===== src/rtl/i2c_scheduler_pkg.sv =====
// Shared definitions for the I2C scheduler: engine opcodes, FSM states and
// the per-step command table for register write/read descriptors.
package i2c_scheduler_pkg;

  localparam logic [1:0] OP_START = 2'd0;
  localparam logic [1:0] OP_WRITE = 2'd1;
  localparam logic [1:0] OP_READ  = 2'd2;
  localparam logic [1:0] OP_STOP  = 2'd3;

  localparam logic [2:0] WR_STEPS = 3'd5;
  localparam logic [2:0] RD_STEPS = 3'd7;

  typedef enum logic [1:0] {
    ST_IDLE,
    ST_ISSUE,
    ST_WAIT,
    ST_DONE
  } state_e;

  function automatic logic [1:0] step_op(input logic rw, input logic [2:0] step);
    logic [1:0] op;
    op = OP_STOP;
    if (!rw) begin
      case (step)
        3'd0:              op = OP_START;
        3'd1, 3'd2, 3'd3:  op = OP_WRITE;
        default:           op = OP_STOP;
      endcase
    end else begin
      case (step)
        3'd0, 3'd3:        op = OP_START;
        3'd1, 3'd2, 3'd4:  op = OP_WRITE;
        3'd5:              op = OP_READ;
        default:           op = OP_STOP;
      endcase
    end
    return op;
  endfunction

  function automatic logic [7:0] step_data(input logic rw, input logic [2:0] step,
                                           input logic [6:0] addr, input logic [7:0] regi,
                                           input logic [7:0] wdata);
    logic [7:0] d;
    d = 8'h00;
    case (step)
      3'd1:    d = {addr, 1'b0};
      3'd2:    d = regi;
      3'd3:    d = rw ? 8'h00 : wdata;
      3'd4:    d = rw ? {addr, 1'b1} : 8'h00;
      default: d = 8'h00;
    endcase
    return d;
  endfunction

  function automatic logic [2:0] stop_step(input logic rw);
    return rw ? (RD_STEPS - 3'd1) : (WR_STEPS - 3'd1);
  endfunction

endpackage


===== src/rtl/i2c_scheduler_rr_arbiter.sv =====
// Round-robin arbiter: first set request at or above the pointer, with wrap.
// Purely combinational; the owner keeps and advances the pointer register.
module rr_arbiter #(
  parameter int N  = 3,
  parameter int IW = $clog2(N)
) (
  input  logic [N-1:0]  req_i,
  input  logic [IW-1:0] ptr_i,
  output logic [N-1:0]  grant_o,
  output logic [IW-1:0] idx_o,
  output logic          any_o
);

  int j;

  // Scan from the farthest offset down so the nearest request wins last.
  always_comb begin
    grant_o = '0;
    idx_o   = '0;
    any_o   = 1'b0;
    j       = 0;
    for (int off = N - 1; off >= 0; off--) begin
      j = int'(ptr_i) + off;
      if (j >= N) j = j - N;
      if (req_i[j]) begin
        grant_o    = '0;
        grant_o[j] = 1'b1;
        idx_o      = IW'(j);
        any_o      = 1'b1;
      end
    end
  end

endmodule


===== src/rtl/i2c_scheduler.sv =====
// Shares one byte-level I2C engine between N_REQ requesters: round-robin grant,
// descriptor expansion into START/WRITE/READ/STOP, with a per-command watchdog.
module i2c_scheduler
  import i2c_scheduler_pkg::*;
#(
  parameter int N_REQ   = 3,
  parameter int TIMEOUT = 4096
) (
  input  logic               clk,
  input  logic               rst,
  input  logic [N_REQ-1:0]   req,
  input  logic [N_REQ-1:0]   req_rw,
  input  logic [7*N_REQ-1:0] req_addr,
  input  logic [8*N_REQ-1:0] req_reg,
  input  logic [8*N_REQ-1:0] req_wdata,
  output logic [N_REQ-1:0]   done,
  output logic               err,
  output logic [7:0]         rdata,
  output logic               busy,
  output logic               cmd_valid,
  input  logic               cmd_ready,
  output logic [1:0]         cmd_op,
  output logic [7:0]         cmd_data,
  output logic               cmd_nack,
  input  logic               rsp_valid,
  input  logic [7:0]         rsp_data,
  input  logic               rsp_nack
);

  localparam int IW = $clog2(N_REQ);
  localparam int TW = $clog2(TIMEOUT + 1);

  state_e           state_q;
  logic [IW-1:0]    ptr_q, gnt_q;
  logic [N_REQ-1:0] gnt_oh_q;
  logic             rw_q, err_flag_q;
  logic [6:0]       addr_q;
  logic [7:0]       reg_q, wdata_q, rd_q;
  logic [2:0]       step_q;
  logic [TW-1:0]    wdog_q;

  logic [N_REQ-1:0] done_q;
  logic             err_q, busy_q, cmd_valid_q, cmd_nack_q;
  logic [7:0]       rdata_q, cmd_data_q;
  logic [1:0]       cmd_op_q;

  logic [N_REQ-1:0] arb_grant;
  logic [IW-1:0]    arb_idx;
  logic             arb_any;

  rr_arbiter #(.N(N_REQ), .IW(IW)) u_arb (
    .req_i   (req),
    .ptr_i   (ptr_q),
    .grant_o (arb_grant),
    .idx_o   (arb_idx),
    .any_o   (arb_any)
  );

  logic [1:0] cur_op, nxt_op;
  logic [2:0] step_d;
  logic [6:0] sel_addr;
  logic [7:0] sel_reg, sel_wdata;
  logic       accept, wdog_hit, go_done;

  always_comb begin
    sel_addr  = req_addr[7*int'(arb_idx) +: 7];
    sel_reg   = req_reg[8*int'(arb_idx) +: 8];
    sel_wdata = req_wdata[8*int'(arb_idx) +: 8];
    cur_op    = step_op(rw_q, step_q);
    accept    = cmd_valid_q & cmd_ready;
    wdog_hit  = (wdog_q == TW'(TIMEOUT - 1)) &&
                ((state_q == ST_ISSUE && !accept) || (state_q == ST_WAIT && !rsp_valid));
    go_done   = (cur_op == OP_STOP) && (wdog_hit || (state_q == ST_WAIT && rsp_valid));
    // A slave NACK or a stalled engine skips straight to the closing STOP.
    step_d    = step_q + 3'd1;
    if (wdog_hit || (state_q == ST_WAIT && cur_op == OP_WRITE && rsp_nack))
      step_d = stop_step(rw_q);
    nxt_op    = step_op(rw_q, step_d);
  end

  always_ff @(posedge clk or posedge rst) begin
    if (rst) begin
      state_q     <= ST_IDLE;
      ptr_q       <= '0;
      gnt_q       <= '0;
      gnt_oh_q    <= '0;
      rw_q        <= 1'b0;
      err_flag_q  <= 1'b0;
      addr_q      <= '0;
      reg_q       <= '0;
      wdata_q     <= '0;
      rd_q        <= '0;
      step_q      <= '0;
      wdog_q      <= '0;
      done_q      <= '0;
      err_q       <= 1'b0;
      rdata_q     <= '0;
      busy_q      <= 1'b0;
      cmd_valid_q <= 1'b0;
      cmd_op_q    <= OP_START;
      cmd_data_q  <= '0;
      cmd_nack_q  <= 1'b0;
    end else begin
      done_q <= '0;
      err_q  <= 1'b0;
      case (state_q)
        ST_IDLE: begin
          if (arb_any) begin
            gnt_q       <= arb_idx;
            gnt_oh_q    <= arb_grant;
            rw_q        <= req_rw[arb_idx];
            addr_q      <= sel_addr;
            reg_q       <= sel_reg;
            wdata_q     <= sel_wdata;
            step_q      <= '0;
            err_flag_q  <= 1'b0;
            wdog_q      <= '0;
            busy_q      <= 1'b1;
            cmd_valid_q <= 1'b1;
            cmd_op_q    <= OP_START;
            cmd_data_q  <= '0;
            cmd_nack_q  <= 1'b0;
            state_q     <= ST_ISSUE;
          end
        end
        ST_ISSUE, ST_WAIT: begin
          if (state_q == ST_ISSUE && accept) begin
            cmd_valid_q <= 1'b0;
            wdog_q      <= '0;
            state_q     <= ST_WAIT;
          end else if (go_done) begin
            cmd_valid_q <= 1'b0;
            done_q      <= gnt_oh_q;
            err_q       <= err_flag_q | wdog_hit;
            if (rw_q) rdata_q <= rd_q;
            state_q     <= ST_DONE;
          end else if (wdog_hit || (state_q == ST_WAIT && rsp_valid)) begin
            if (wdog_hit || (cur_op == OP_WRITE && rsp_nack)) err_flag_q <= 1'b1;
            if (!wdog_hit && cur_op == OP_READ) rd_q <= rsp_data;
            step_q      <= step_d;
            wdog_q      <= '0;
            cmd_valid_q <= 1'b1;
            cmd_op_q    <= nxt_op;
            cmd_data_q  <= step_data(rw_q, step_d, addr_q, reg_q, wdata_q);
            cmd_nack_q  <= (nxt_op == OP_READ);
            state_q     <= ST_ISSUE;
          end else begin
            wdog_q <= wdog_q + TW'(1);
          end
        end
        ST_DONE: begin
          busy_q  <= 1'b0;
          ptr_q   <= (gnt_q == IW'(N_REQ - 1)) ? '0 : gnt_q + IW'(1);
          state_q <= ST_IDLE;
        end
        default: state_q <= ST_IDLE;
      endcase
    end
  end

  assign done      = done_q;
  assign err       = err_q;
  assign rdata     = rdata_q;
  assign busy      = busy_q;
  assign cmd_valid = cmd_valid_q;
  assign cmd_op    = cmd_op_q;
  assign cmd_data  = cmd_data_q;
  assign cmd_nack  = cmd_nack_q;

endmodule


===== config.mk =====
export PLATFORM = sky130hd
export DESIGN_NAME = i2c_scheduler
export DESIGN_NICKNAME = d
export VERILOG_FILES = /design/src/rtl/i2c_scheduler_pkg.sv /design/src/rtl/i2c_scheduler_rr_arbiter.sv /design/src/rtl/i2c_scheduler.sv
export SDC_FILE = /design/constraint.sdc
export NUM_CORES = 1
export LEC_CHECK = 0
export CAP_MARGIN = 0
export CORE_MARGIN = 3
export CORE_UTILIZATION = 52
export CTS_BUF_LIST = sky130_fd_sc_hd__clkbuf_8
export DETAILED_ROUTE_END_ITERATION = 7
export PLACE_DENSITY_LB_ADDON = 0.3
export SYNTH_ARGS = -nofsm -noshare
export SYNTH_HDL_FRONTEND = slang
export SYNTH_SLANG_ARGS = --single-unit

===== constraint.sdc =====
create_clock -name clk -period 3.28 [get_ports clk]
set_clock_uncertainty 0.15 [all_clocks]
set_input_delay 0.656 -clock clk [delete_from_list [all_inputs] [get_ports clk]]
set_output_delay 0.656 -clock clk [all_outputs]
set_load 0.02 [all_outputs]

==> out/results.ini, run 1 <==
[yosys]
synth_top_cell_area_share_pct=42.6
ys_top_cells_by_area=dfrtp_1, mux2i_1, a21o_1, mux2_2, a211oi_1
synth_common_cells=dfrtp_1, nor2_1, nand2_1
avgSynthCellArea_um2=10.0
yosysMostFrequentCell=dfrtp_1
ys.flop_type=dfrtp_1
synth_cell_types=61
syn_inst=488
synth_top_cell_by_area=dfrtp_1
yosys_warnings=0
async_flop_share_pct=100
ys_seq_area_share_pct=42.6
synth_edf_count=0
syn_nets=590
synth_area_um2=4880
ys_seq_elements=83

[critical_path]
r2r_start=ptr_q[0]
criticalPathCategory=reg2reg
cp-startpoint=ptr_q[0]
required_ns=3.41
cp-start-kind=flop
endpoint_kind=flop
critPathMaxFanout=12
timing.rr.end=wdog_q[10]
r2r_setup_slack_ns=0.29
reg2reg_depth=9
crit_end=wdog_q[10]
crit_arrival_ns=3.12

[global_route]
antenna_found_initial=0
grt_use_total_pct=22.1
grt_pass1_vias=3976
grt_overflow=0
grt_max_degree=51
grt_pass1_wl_um=18600

[clocking]
clock-sinks=83
worst_skew_pair.late_latency_ns=0.36
cts.htree.levels=3
clk_path_buf_depth=2
cts_hold_buf=0
clk_pin_slew_ns=0.09
tritoncts=built
cts_buffers=9
clock-root-buffer=clkbuf_8

[floorplan]
num_io_pins=113
die_width_um=103
initial_core_util_pct=54.6
die_h_um=103
die_area_um2=10600
row_count=34
core_um2=8930

[routing]
drc=0
post_drt_wl_per_cell_um=16.1
wirelength_um=11400
drt-initial-drc-count=222
drtPass1Iterations=5
num_vias=4128
antenna_left=0
via_per_inst=5.83

[timing]
hold_viol_final=0
fin_setup_tns_ns=0
fmax_mhz=335
maxSlewHeadroom_pct=30.9
setup_slack_ns=0.295
holdWs_ns=0.329
timing.final.crit_share_pct=91.0
worst_pin_slew_ns=1.03
period_needed_ns=2.99
rsz0062_at_grt=false
drv_slew=0
setup_violations=0

[pwr]
p_seq_share_pct=31.9
power_frac_comb_pct=52.2
switching_power_mw=1.98
clkPwrFrac_pct=15.8
p_sw_share_pct=41.8
peakVddDrop_mv=0.421
p_leak_nw=2.82
power_density_nw_per_um2=750
intPower_mw=2.76

[final_layout]
regArea_um2=2080
drive_above_1_share_pct=10.8
finish.net_count=697
multi_input_area_um2=2610
antenna_cells=0
syn_to_final_growth_pct=29.5
fillCellCount=684

[placement]
port_buffers=112
gp_congestion=0.864
hpwl_um=8570
post-place-ws_ns=0.0828

[worst_hold_path]
min_path_type=reg2reg

[run]
maxCapViolCount=0

[outcome]
status=finished clean

==> repair_timing <==
action                                  in CTS  in global routing
hold endpoints to repair                     0                  0
resized for setup                            0                  1
endpoints found under the setup margin       0                 19
setup buffers                                0                  2
==> sequential cells by signal, indices dropped and copies added (netlist names), 2 cells and up <==
register / cells
ptr_q: 2
step_q: 3
cmd_op: 2
wdog_q: 13
addr_q: 7
cmd_data: 8
rdata: 8
wdata_q: 8
gnt_oh_q: 3
rd_q: 8
state_q: 2
done: 3
gnt_q: 2
reg_q: 8
==> critical path, stage by stage, from the launching register on <==
cell	delay, ns
dfrtp_1	0.41
inv_1	0.10
ha_1	0.55
o32a_2	0.22
o21ai_0	0.17
o32ai_4	0.42
o41ai_4	0.16
buf_4	0.19
or4_1	0.40
a21oi_1	0.14
==> logic make-up (layout without fill, tap and decap cells) <==
group / after synthesis / in the layout / synth area share, %
adders and majority gates: 14 / 14 / 3.59
DFF: 83 / 83 / 42.6
muxes: 45 / 45 / 9.67
and+or+nand+nor: 138 / 138 / 14.7
AOI/OAI and AO/OA: 166 / 166 / 25.0
buffers and inverters: 40 / 152 / 4.10
xor gates and xnor gates: 2 / 2 / 0.359
==> power groups by stage <==
stage               registers [mW]  clock network, mW  logic (mW)
CTS                           1.51              0.760        2.44
global placement              1.51                  0        2.35
detailed placement            1.53                  0        2.43
floorplan                     1.47                  0        1.90
finish                        1.51              0.751        2.48
global route                  1.55              0.809        2.75
==> worst min path at each step <==
stage	from	endpoint	slack, ns	depth (start not counted)
after floorplan	gnt_q[0]	ptr_q[0]	0.28	1
after global placement	gnt_oh_q[2]	gnt_oh_q[2]	0.30	2
after detailed placement	wdata_q[7]	wdata_q[7]	0.31	1
after CTS	wdata_q[7]	wdata_q[7]	0.33	1
after global routing	reg_q[6]	reg_q[6]	0.36	1
final	wdata_q[7]	wdata_q[7]	0.33	1
==> metrics by stage <==
| stage | area, µm² | power, mW | std cells | utilization (%) |
|---|---|---|---|---|
| after global routing | 6320 | 5.10 | 708 | 70.7 |
| after global placement | 6110 | 3.86 | 690 | 68.3 |
| after detailed placement | 6110 | 3.96 | 690 | 68.3 |
| final | 6320 | 4.74 | 708 | 70.7 |
| after floorplan | 4880 | 3.38 | 488 | - |
| after CTS | 6300 | 4.71 | 706 | 70.6 |
==> per-layer routing <==
metal  up-vias  track usage, %  wire length [µm]
li1       2025               -                 -
met1      1960            31.1              5290
met2       128            34.8              5250
met3        15            4.19               642
met4         0            7.17               192
met5         -               0                 0
==> layout by cell type, fill, tap and decap left out, types with 9 or more instances in the layout <==
cell / n
o21ai_0: 31
clkbuf_8: 9
nand3_1: 9
a21o_1: 26
a21oi_1: 22
buf_4: 9
a211oi_1: 24
clkdlybuf4s50_1: 112
nand2_1: 33
inv_1: 11
ha_1: 14
nor2_1: 40
dfrtp_1: 82
a22o_1: 18
mux2_2: 17
mux2i_1: 28
==> cell type report <==
cell class / instances / area share [%]
clock buffers: 9 / 1.96
clock inverters: 7 / 1.17
inverters: 12 / 0.733
multi-input cells: 365 / 41.4
flip-flops and latches: 83 / 32.9
well taps: 108 / 2.14
repair buffers: 124 / 19.8
Note: power is estimated with default switching activity, not from simulation.
==> inputs of run 2 (changes only) <==
--- a/config.mk
+++ b/config.mk
@@ -10,6 +10,7 @@
 export CORE_UTILIZATION = 52
 export CTS_BUF_LIST = sky130_fd_sc_hd__clkbuf_8
 export DETAILED_ROUTE_END_ITERATION = 7
+export HOLD_SLACK_MARGIN = 0.05
 export PLACE_DENSITY_LB_ADDON = 0.3
 export SYNTH_ARGS = -nofsm -noshare
 export SYNTH_HDL_FRONTEND = slang
==> results of run 2 <==
Final layout, timing and power as in run 1 (identical DEF).
